===== config.mk =====
export PLATFORM = sky130hd
export DESIGN_NAME = lag_stimulus_flat
export DESIGN_NICKNAME = d
export VERILOG_FILES = /design/src/rtl/lag_stimulus_pkg.sv /design/src/rtl/lag_stimulus_if.sv /design/src/rtl/lag_stimulus_frame_tick_counter.sv /design/src/rtl/lag_stimulus.sv /design/src/flat_wrapper.sv
export SDC_FILE = /design/constraint.sdc
export NUM_CORES = 1
export LEC_CHECK = 0
export CORE_MARGIN = 2
export CORE_UTILIZATION = 40
export DETAILED_ROUTE_END_ITERATION = 6
export HOLD_SLACK_MARGIN = 0.05
export PLACE_DENSITY_LB_ADDON = 0.25
export SYNTH_ARGS = -nofsm -noshare
export SYNTH_HDL_FRONTEND = slang
export SYNTH_SLANG_ARGS = --single-unit

===== constraint.sdc =====
create_clock -name clock -period 1.53 [get_ports clock]
set_clock_uncertainty 0.15 [all_clocks]
set_input_delay 0.306 -clock clock [delete_from_list [all_inputs] [get_ports clock]]
set_output_delay 0.306 -clock clock [all_outputs]
set_load 0.01 [all_outputs]

===== src/rtl/lag_stimulus_pkg.sv =====
// Shared definitions for the lag stimulus scheduler: state encoding, default
// frame counts and the frame-counter limit helper.
package lag_stimulus_pkg;

    typedef enum logic [1:0] {
        LS_DARK  = 2'd0,
        LS_FLASH = 2'd1,
        LS_HOLD  = 2'd2
    } ls_state_e;

    localparam int LS_BLANK_FRAMES_DEF   = 8;
    localparam int LS_TIMEOUT_FRAMES_DEF = 60;
    localparam int LS_AVERAGE_BITS       = 4;
    localparam int LS_CNT_W              = 8;

    // The counter fires on the frame_start that would make the count reach n,
    // so the compare value is n-1.
    function automatic logic [LS_CNT_W-1:0] ls_limit(input int unsigned n);
        return LS_CNT_W'(n - 1);
    endfunction

endpackage


===== src/rtl/lag_stimulus_if.sv =====
// Bundle between the timing/sensor/mixer side (master) and the stimulus
// scheduler (slave).
interface lag_stimulus_if
    import lag_stimulus_pkg::*;
#(
    parameter int SAMPLE_BITS = LS_AVERAGE_BITS
);
    logic                   frame_start;
    logic                   sensor_trigger;
    logic                   config_changed;
    logic                   flash_on;
    logic                   measure_start;
    logic                   armed;
    logic                   sample_done;
    logic                   timeout;
    logic [SAMPLE_BITS-1:0] sample_index;

    modport master (
        output frame_start, sensor_trigger, config_changed,
        input  flash_on, measure_start, armed, sample_done, timeout, sample_index
    );

    modport slave (
        input  frame_start, sensor_trigger, config_changed,
        output flash_on, measure_start, armed, sample_done, timeout, sample_index
    );
endinterface


===== src/rtl/lag_stimulus_frame_tick_counter.sv =====
// Saturating 8-bit frame counter with synchronous clear and a compare-to-limit
// flag; DARK and FLASH share it with different limits.
module lag_stimulus_frame_tick_counter
    import lag_stimulus_pkg::*;
(
    input  logic                clock,
    input  logic                reset_n,
    input  logic                i_clear,
    input  logic                i_inc,
    input  logic [LS_CNT_W-1:0] i_limit,
    output logic                o_done
);
    logic [LS_CNT_W-1:0] r_cnt;

    always_ff @(posedge clock) begin
        if (!reset_n) begin
            r_cnt <= '0;
        end else if (i_clear) begin
            r_cnt <= '0;
        end else if (i_inc && (r_cnt != {LS_CNT_W{1'b1}})) begin
            r_cnt <= r_cnt + 1'b1;
        end
    end

    assign o_done = (r_cnt == i_limit);

endmodule


===== src/rtl/lag_stimulus.sv =====
// Flash stimulus scheduler: dark gap, flash until sensor edge or timeout,
// hold the flash to the next frame boundary, repeat.
module lag_stimulus
    import lag_stimulus_pkg::*;
#(
    parameter int BLANK_FRAMES   = LS_BLANK_FRAMES_DEF,
    parameter int TIMEOUT_FRAMES = LS_TIMEOUT_FRAMES_DEF,
    parameter int SAMPLE_BITS    = LS_AVERAGE_BITS
)(
    input  logic           clock,
    input  logic           reset_n,
    lag_stimulus_if.slave  bus
);
    localparam logic [LS_CNT_W-1:0] BLANK_LIMIT   = ls_limit(BLANK_FRAMES);
    localparam logic [LS_CNT_W-1:0] TIMEOUT_LIMIT = ls_limit(TIMEOUT_FRAMES);

    ls_state_e              r_state;
    logic                   r_flash_on;
    logic                   r_measure_start;
    logic                   r_armed;
    logic                   r_sample_done;
    logic                   r_timeout;
    logic [SAMPLE_BITS-1:0] r_sample_index;

    logic                   w_cnt_clear;
    logic                   w_cnt_inc;
    logic [LS_CNT_W-1:0]    w_cnt_limit;
    logic                   w_cnt_done;
    logic                   w_fs;
    logic                   w_st;

    assign w_fs = bus.frame_start;
    assign w_st = bus.sensor_trigger;

    // Counter control mirrors the FSM priorities so the count is always clear
    // on entry to DARK and FLASH; a frame_start alongside config_changed is dropped.
    always_comb begin
        w_cnt_limit = (r_state == LS_FLASH) ? TIMEOUT_LIMIT : BLANK_LIMIT;
        w_cnt_clear = 1'b0;
        w_cnt_inc   = 1'b0;
        if (bus.config_changed) begin
            w_cnt_clear = 1'b1;
        end else begin
            case (r_state)
                LS_DARK: begin
                    w_cnt_clear = w_fs && w_cnt_done;
                    w_cnt_inc   = w_fs;
                end
                LS_FLASH: begin
                    w_cnt_clear = w_st || (w_fs && w_cnt_done);
                    w_cnt_inc   = w_fs;
                end
                default: w_cnt_clear = 1'b1;
            endcase
        end
    end

    lag_stimulus_frame_tick_counter u_frame_cnt (
        .clock   (clock),
        .reset_n (reset_n),
        .i_clear (w_cnt_clear),
        .i_inc   (w_cnt_inc),
        .i_limit (w_cnt_limit),
        .o_done  (w_cnt_done)
    );

    always_ff @(posedge clock) begin
        if (!reset_n) begin
            r_state         <= LS_DARK;
            r_flash_on      <= 1'b0;
            r_measure_start <= 1'b0;
            r_armed         <= 1'b0;
            r_sample_done   <= 1'b0;
            r_timeout       <= 1'b0;
            r_sample_index  <= '0;
        end else begin
            r_measure_start <= 1'b0;
            r_sample_done   <= 1'b0;
            r_timeout       <= 1'b0;
            if (bus.config_changed) begin
                r_state        <= LS_DARK;
                r_flash_on     <= 1'b0;
                r_armed        <= 1'b0;
                r_sample_index <= '0;
            end else begin
                case (r_state)
                    LS_DARK: begin
                        if (w_fs && w_cnt_done) begin
                            r_state         <= LS_FLASH;
                            r_flash_on      <= 1'b1;
                            r_armed         <= 1'b1;
                            r_measure_start <= 1'b1;
                        end
                    end
                    LS_FLASH: begin
                        // A sensor edge in the same cycle as the last frame_start still counts.
                        if (w_st) begin
                            r_state        <= LS_HOLD;
                            r_armed        <= 1'b0;
                            r_sample_done  <= 1'b1;
                            r_sample_index <= r_sample_index + 1'b1;
                        end else if (w_fs && w_cnt_done) begin
                            r_state    <= LS_DARK;
                            r_flash_on <= 1'b0;
                            r_armed    <= 1'b0;
                            r_timeout  <= 1'b1;
                        end
                    end
                    LS_HOLD: begin
                        if (w_fs) begin
                            r_state    <= LS_DARK;
                            r_flash_on <= 1'b0;
                        end
                    end
                    default: begin
                        r_state    <= LS_DARK;
                        r_flash_on <= 1'b0;
                        r_armed    <= 1'b0;
                    end
                endcase
            end
        end
    end

    assign bus.flash_on      = r_flash_on;
    assign bus.measure_start = r_measure_start;
    assign bus.armed         = r_armed;
    assign bus.sample_done   = r_sample_done;
    assign bus.timeout       = r_timeout;
    assign bus.sample_index  = r_sample_index;

endmodule

===== src/flat_wrapper.sv =====
// flat-port wrapper written by rule: the top's interface ports become plain ports
module lag_stimulus_flat import lag_stimulus_pkg::*;
#(
    parameter int BLANK_FRAMES   = LS_BLANK_FRAMES_DEF,
    parameter int TIMEOUT_FRAMES = LS_TIMEOUT_FRAMES_DEF,
    parameter int SAMPLE_BITS    = LS_AVERAGE_BITS
)
  (clock, reset_n, bus_frame_start, bus_sensor_trigger, bus_config_changed, bus_flash_on, bus_measure_start, bus_armed, bus_sample_done, bus_timeout, bus_sample_index);
  lag_stimulus_if #(.SAMPLE_BITS(SAMPLE_BITS)) bus_i ();
  input  logic clock;
  input  logic reset_n;
  input wire logic [$bits(bus_i.frame_start)-1:0] bus_frame_start;
  input wire logic [$bits(bus_i.sensor_trigger)-1:0] bus_sensor_trigger;
  input wire logic [$bits(bus_i.config_changed)-1:0] bus_config_changed;
  output wire logic [$bits(bus_i.flash_on)-1:0] bus_flash_on;
  output wire logic [$bits(bus_i.measure_start)-1:0] bus_measure_start;
  output wire logic [$bits(bus_i.armed)-1:0] bus_armed;
  output wire logic [$bits(bus_i.sample_done)-1:0] bus_sample_done;
  output wire logic [$bits(bus_i.timeout)-1:0] bus_timeout;
  output wire logic [$bits(bus_i.sample_index)-1:0] bus_sample_index;
  assign bus_i.frame_start = bus_frame_start;
  assign bus_i.sensor_trigger = bus_sensor_trigger;
  assign bus_i.config_changed = bus_config_changed;
  assign bus_flash_on = bus_i.flash_on;
  assign bus_measure_start = bus_i.measure_start;
  assign bus_armed = bus_i.armed;
  assign bus_sample_done = bus_i.sample_done;
  assign bus_timeout = bus_i.timeout;
  assign bus_sample_index = bus_i.sample_index;
  lag_stimulus #(.BLANK_FRAMES(BLANK_FRAMES), .TIMEOUT_FRAMES(TIMEOUT_FRAMES), .SAMPLE_BITS(SAMPLE_BITS)) u_core (.clock(clock), .reset_n(reset_n), .bus(bus_i));
endmodule

# Word level (Yosys, flattened, before mapping)
# Cells that the tools add are included.
dict set report totals {
  input_bits 5
  output_inout_bits 9
  regBits 19
  elab_cells 56
}
dict set report op_classes {
  eq_ne 9
  n_addsub 2
  muxes 19
  n_bitwise 4
  reduce_logical 14
}
# operator count
set ops {}
lappend ops {{1-bit 2-to-1 mux} 10}
lappend ops {{8-bit by 1-bit adder with 8-bit output (second input constant)} 1}
lappend ops {{8-bit equality test} 1}
lappend ops {{2-bit 2-to-1 mux} 4}
lappend ops {{8-bit inequality test (second input constant)} 1}
lappend ops {{6-bit 2-to-1 mux} 1}
lappend ops {{2-bit inequality test (second input constant)} 3}
lappend ops {{1-bit one-hot mux with 3 select lines} 2}
lappend ops {{2-bit one-hot mux with 3 select lines} 1}
lappend ops {{3-bit AND reduction} 2}
lappend ops {{2-bit OR reduction} 3}
lappend ops {{3-bit OR reduction} 2}
lappend ops {{4-bit by 1-bit adder with 4-bit output (second input constant)} 1}
lappend ops {{1-bit NOT} 4}
lappend ops {{4-bit AND reduction} 1}
lappend ops {{4-bit OR reduction} 1}
lappend ops {{3-bit inequality test (second input constant)} 1}
lappend ops {{2-bit by 1-bit equality test with 1-bit output (second input constant)} 1}
lappend ops {{2-bit equality test (second input constant)} 1}
lappend ops {{1-bit logical AND} 2}
lappend ops {{2-bit zero test} 1}
lappend ops {{2-bit by 1-bit inequality test with 1-bit output (second input constant)} 1}
lappend ops {{1-bit one-hot mux with 2 select lines} 1}
lappend ops {{2-bit AND reduction} 1}
lappend ops {{1-bit logical OR} 1}

# Depth between registers and ports, before layout
dict set report depth {
  ltp_word 8
  ltp_mapped 5
  depth_no_buf 5
}

# Hierarchy
# From an unflattened synthesis, not the netlist that was laid out.
dict set report unflattened {
  hier_cells 114
  hier_area_um2 1027.2
}
# mod area_each_um2 instances cells_per_inst
set modules_own_cells {}
lappend modules_own_cells {lag_stimulus_frame_tick_counter 536.8 1 60}
lappend modules_own_cells {lag_stimulus 490.5 1 54}

# Worst setup path before layout
# Ideal clock, no wire load.
dict set report synth_path {
  path_type {flip-flop to flip-flop}
  startpoint {reg u_core.r_state[1]}
  endpoint {reg u_core.u_frame_cnt.r_cnt[7]}
  arrival_time_ps 1380
  setup_ps 79
  stages_incl_launch_ff 6
  setup_slack_ps -80
  synth_period_minus_slack_ps 1610
  path_buffers 1
  cell_sequence {dfxtp_1 buf_6 or3b_4 nor4_4 nor2_1 a211oi_2}
}
dict set report synth_via {
  elab_chain_cells 8
}
# item line_no
set synth_lines {}
lappend synth_lines {{start, declared} lag_stimulus.sv:17} ;# ls_state_e r_state;
lappend synth_lines {{start signal, assigned} lag_stimulus.sv:69} ;# r_state <= LS_DARK;
lappend synth_lines {{start signal, assigned} lag_stimulus.sv:81} ;# r_state <= LS_DARK;
lappend synth_lines {{start signal, assigned} lag_stimulus.sv:89} ;# r_state <= LS_FLASH;
lappend synth_lines {{2-bit by 1-bit equality test with 1-bit output} {lag_stimulus.sv:38, lag_stimulus.sv:44}}
lappend synth_lines {{6-bit 2-to-1 mux} lag_stimulus.sv:38} ;# w_cnt_limit = (r_state == LS_FLASH) ? TIMEOUT_LIMIT : BLANK_LIMIT;
lappend synth_lines {{8-bit equality test} lag_stimulus_frame_tick_counter.sv:25} ;# assign o_done = (r_cnt == i_limit);
lappend synth_lines {{1-bit logical AND} {lag_stimulus.sv:46, lag_stimulus.sv:50}}
lappend synth_lines {{1-bit logical OR} lag_stimulus.sv:50} ;# w_cnt_clear = w_st || (w_fs && w_cnt_done);
lappend synth_lines {{1-bit one-hot mux with 2 select lines} lag_stimulus.sv:44} ;# case (r_state)
lappend synth_lines {{1-bit 2-to-1 mux} lag_stimulus.sv:41} ;# if (bus.config_changed) begin
lappend synth_lines {{2-bit OR reduction (no source line)} -}
lappend synth_lines {{end signal, assigned} lag_stimulus_frame_tick_counter.sv:21} ;# r_cnt <= r_cnt + 1'b1;
lappend synth_lines {{end, declared} lag_stimulus_frame_tick_counter.sv:13} ;# logic [LS_CNT_W-1:0] r_cnt;
# Several ways; a longest one is shown, not always the timed one.
# A chain may end at the register's enable or synchronous reset.

# Worst setup path after layout
dict set report layout_path {
  startpoint {reg u_core.u_frame_cnt.r_cnt[1]}
  endpoint {reg u_core.u_frame_cnt.r_cnt[4]}
}
dict set report layout_via {
  elab_chain_cells 6
}
# item line_no
set layout_lines {}
lappend layout_lines {{8-bit equality test} lag_stimulus_frame_tick_counter.sv:25}
lappend layout_lines {{1-bit logical AND} {lag_stimulus.sv:46, lag_stimulus.sv:50}}
lappend layout_lines {{1-bit logical OR} lag_stimulus.sv:50}
lappend layout_lines {{1-bit one-hot mux with 2 select lines} lag_stimulus.sv:44}
lappend layout_lines {{1-bit 2-to-1 mux} lag_stimulus.sv:41}
lappend layout_lines {{2-bit OR reduction (no source line)} -}
# Several ways; a longest one is shown, not always the timed one.

==> impl_metrics.py <==
metrics = {
    "outcome": {
        "status": "finished, violations left",
        "violations": "setup timing",
    },
    "synth": {
        "syn_area_sq_um": 950.9,
        "synth_top_family_by_area": "simple AND/OR/NAND/NOR gates",
        "synth_fp_nets": 109,
        "yosysSeqAreaShare": 0.4000,
        "synth_mux_area_frac": 0.02105,
        "synthesis.area_per_instance_sq_um": 9.323,
        "synth_compound_area_frac": 0.1618,
        "synth-simple-area-share": 0.3197,
        "synthTopCellsByArea": "dfxtp_1, nor2_1, xor2_1",
        "synth_area_leader_cell": "dfxtp_1",
        "netlist_instances": 102,
        "synth_warnings": 0,
        "yosysUniqueCellTypes": 43,
        "synthAdderAreaFrac": 0.02632,
        "ys_seq_elements": 19,
        "synth_top_area_frac": 0.4000,
        "yosys.area_share.xor_xnor": 0.04605,
    },
    "worst_setup_path": {
        "cp.arrival_ns": 1.63,
        "critPathSlowestCell": "dfxtp_2",
        "start_kind": "flop",
        "worstPathCellList": "ha_4 -> and4bb_2 -> o21ai_2 -> o211ai_2 -> buf_6 -> a311oi_2",
        "worstPathRequired_ns": 1.61,
        "critPathKind": "reg2reg",
        "crit_path_max_fanout": 8,
        "critPathMaxStageDelay_ns": 0.35,
        "end_kind": "flop",
    },
    "floorplanning": {
        "dieArea_sq_mm": 0.002783,
        "ios": 14,
        "die_w_microns": 52.76,
        "num_rows": 17,
        "die_h_microns": 52.76,
        "start_util": 0.4258,
        "core_area_sq_mm": 0.002233,
    },
    "sta": {
        "maxSlewHeadroom": 0.8216,
        "worst_slack_ns": -0.02019,
        "min_period_over_period": 1.013,
        "tightest_slew_ns": 0.2665,
        "finalMaxSlewViolations": 0,
        "hold_slack_ns": 0.3474,
        "setup-violations-final": 8,
        "fmax_ghz": 0.6451,
        "finalCriticalPeriod_ns": 1.550,
        "final-hold-violation-count": 0,
        "rsz0062_at_grt": "yes",
    },
    "flow_run": {
        "maxCapViolCount": 0,
    },
    "finish": {
        "drive_gt1_frac": 0.4366,
        "diodes": 0,
        "nNetsFinal": 150,
        "mostFrequentLayoutCell": "buf_4",
        "syn_to_final_growth_pct": 48.55,
        "final_cell_mix": "buf_4, nor2_1, dlygate4sd2_1, dfxtp_1",
        "num-fill-cells": 201,
    },
    "placed_design": {
        "portBuffers": 13,
        "dp_hpwl_microns": 1564,
        "post-place-ws_ns": -0.4397,
        "place_congestion": 0.8171,
    },
    "clock_network": {
        "clock_tree.buffer_depth": 2,
        "numCtsBuffers": 3,
        "cts_sinks": 19,
        "worstSkewPairLatency_ns": 0.31,
        "cts_tree": "built",
        "htree_levels": 1,
        "path_clk_slew_ns": 0.12,
        "hold_buffers": 0,
        "cts_root_buf": "clkbuf_4",
    },
    "global_route": {
        "grt_usage": 0.1735,
        "grt_pass1_wl_microns": 3539,
        "grt_pass1_vias": 818,
        "antenna_found_initial": 0,
        "grt_max_degree": 12,
        "grt_overflow": 0,
    },
    "routing": {
        "drt_pass1_iterations": 4,
        "drcViolationCount": 0,
        "wl_per_cell_microns": 13.02,
        "drtIter0Drc": 10,
        "met1Wirelength_microns": 1021,
        "vias_per_cell": 5.371,
        "maxUsedRoutingLayer": "met4",
        "wl_met3_microns": 67,
        "num_vias": 913,
        "wl_met2_microns": 1091,
        "routed_wl_microns": 2213,
        "drt.antenna.violating_nets": 0,
    },
    "power": {
        "vdd_drop_max_uv": 434.5,
        "power_density_mw_per_mm2": 574.9,
        "p_leak_nw": 0.5733,
    },
    "hold_path": {
        "hp-class": "reg2reg",
    },
}
## state kept, by name, summed over array words and instances, names as in the netlist
register                  flops
u_core.bus.sample_done        1
u_core.bus.armed              1
u_core.r_state                2
u_core.bus.flash_on           1
u_core.bus.measure_start      1
u_core.bus.sample_index       4
u_core.u_frame_cnt.r_cnt      8
u_core.bus.timeout            1
## metrics by stage
step                instance area, sq um  total power, mW  instances    util  setup TNS, ns
floorplan                          950.9           0.5276        102       -              0
finish                              1413           0.8122        170  0.6325        -0.1074
global placement                    1254           0.5552        161  0.5613         -4.601
CTS                                 1311           0.8193        166  0.5871              0
global route                        1413           0.8439        170  0.6325        -0.6237
detailed placement                  1254           0.5561        161  0.5613         -4.888
## worst max-delay path: cells and delay by family, from the launching register on
kind                       cells  cell delay, ns
buffers and inverters          1            0.16
and+or+nand+nor                1            0.27
DFF                            1            0.35
adders and majority gates      1            0.16
AOI/OAI and AO/OA              3            0.40
## synth_stat cells, drive strengths merged
cell     count
or3          2
o21ai        5
mux2i        2
nand3        5
clkbuf       2
a211oi       3
o211ai       1
ha           2
nor2        14
buf          1
xor2         5
a31oi        1
a32o         1
o31ai        1
a21o         1
nor2b        1
a311oi       1
nand2b       2
nor3b        1
o21a         1
nor4b        1
and4bb       2
nand4        3
inv          1
or3b         2
a21oi        3
dfxtp       19
nand2        7
and4b        1
and2b        2
o2bb2ai      1
and3         1
nor3         2
nor4         3
o21bai       1
a31o         1
## path summary, 6_finish.rpt
| check | to | startpoint | slack [ns] | cells after the start |
|---|---|---|---|---|
| min | u_core.bus.sample_index[1] | u_core.bus.sample_index[1] | 0.35 | 2 |
| max reg2reg | u_core.u_frame_cnt.r_cnt[4] | u_core.u_frame_cnt.r_cnt[1] | -0.02 | 6 |
| max | u_core.u_frame_cnt.r_cnt[4] | u_core.u_frame_cnt.r_cnt[1] | -0.02 | 6 |
| min reg2reg | u_core.bus.sample_index[1] | u_core.bus.sample_index[1] | 0.35 | 2 |
## cells by family after synthesis
group,Yosys count
AO/OA/AOI/OAI,21
XOR/XNOR,5
adder cells (fa/ha/maj),2
buffers and inverters,4
flip-flops,19
multiplexers,2
AND/OR/NAND/NOR,49
## power breakdown
part	switching, mW	internal (mW)
Clock	0.169	0.0975
Combinational	0.0262	0.0259
Sequential	0.00104	0.492
## routing by layer
metal	vias to the layer above	global-route usage
met5	-	0
met4	0	0.06410
met3	4	0.03429
met2	25	0.2979
met1	427	0.2114
li1	457	-
## cell type report
| cell class | instances | area (sq um) | area share |
|---|---|---|---|
| clock inverter | 1 | 5.005 | 0.003543 |
| tap | 28 | 35.03 | 0.02480 |
| multi-input combinational | 79 | 626.9 | 0.4438 |
| inverter | 1 | 3.754 | 0.002657 |
| clock buffer | 3 | 22.52 | 0.01594 |
| timing repair buffer | 39 | 322.8 | 0.2285 |
| sequential | 19 | 396.6 | 0.2808 |
## repair_timing
action,4_1_cts,5_1_grt
pin swaps,1,6
gates cloned,0,0
setup buffers,1,4
setup endpoints to repair,19,14
resized for setup,23,18
No activity file was read; power rests on OpenSTA's default activity.
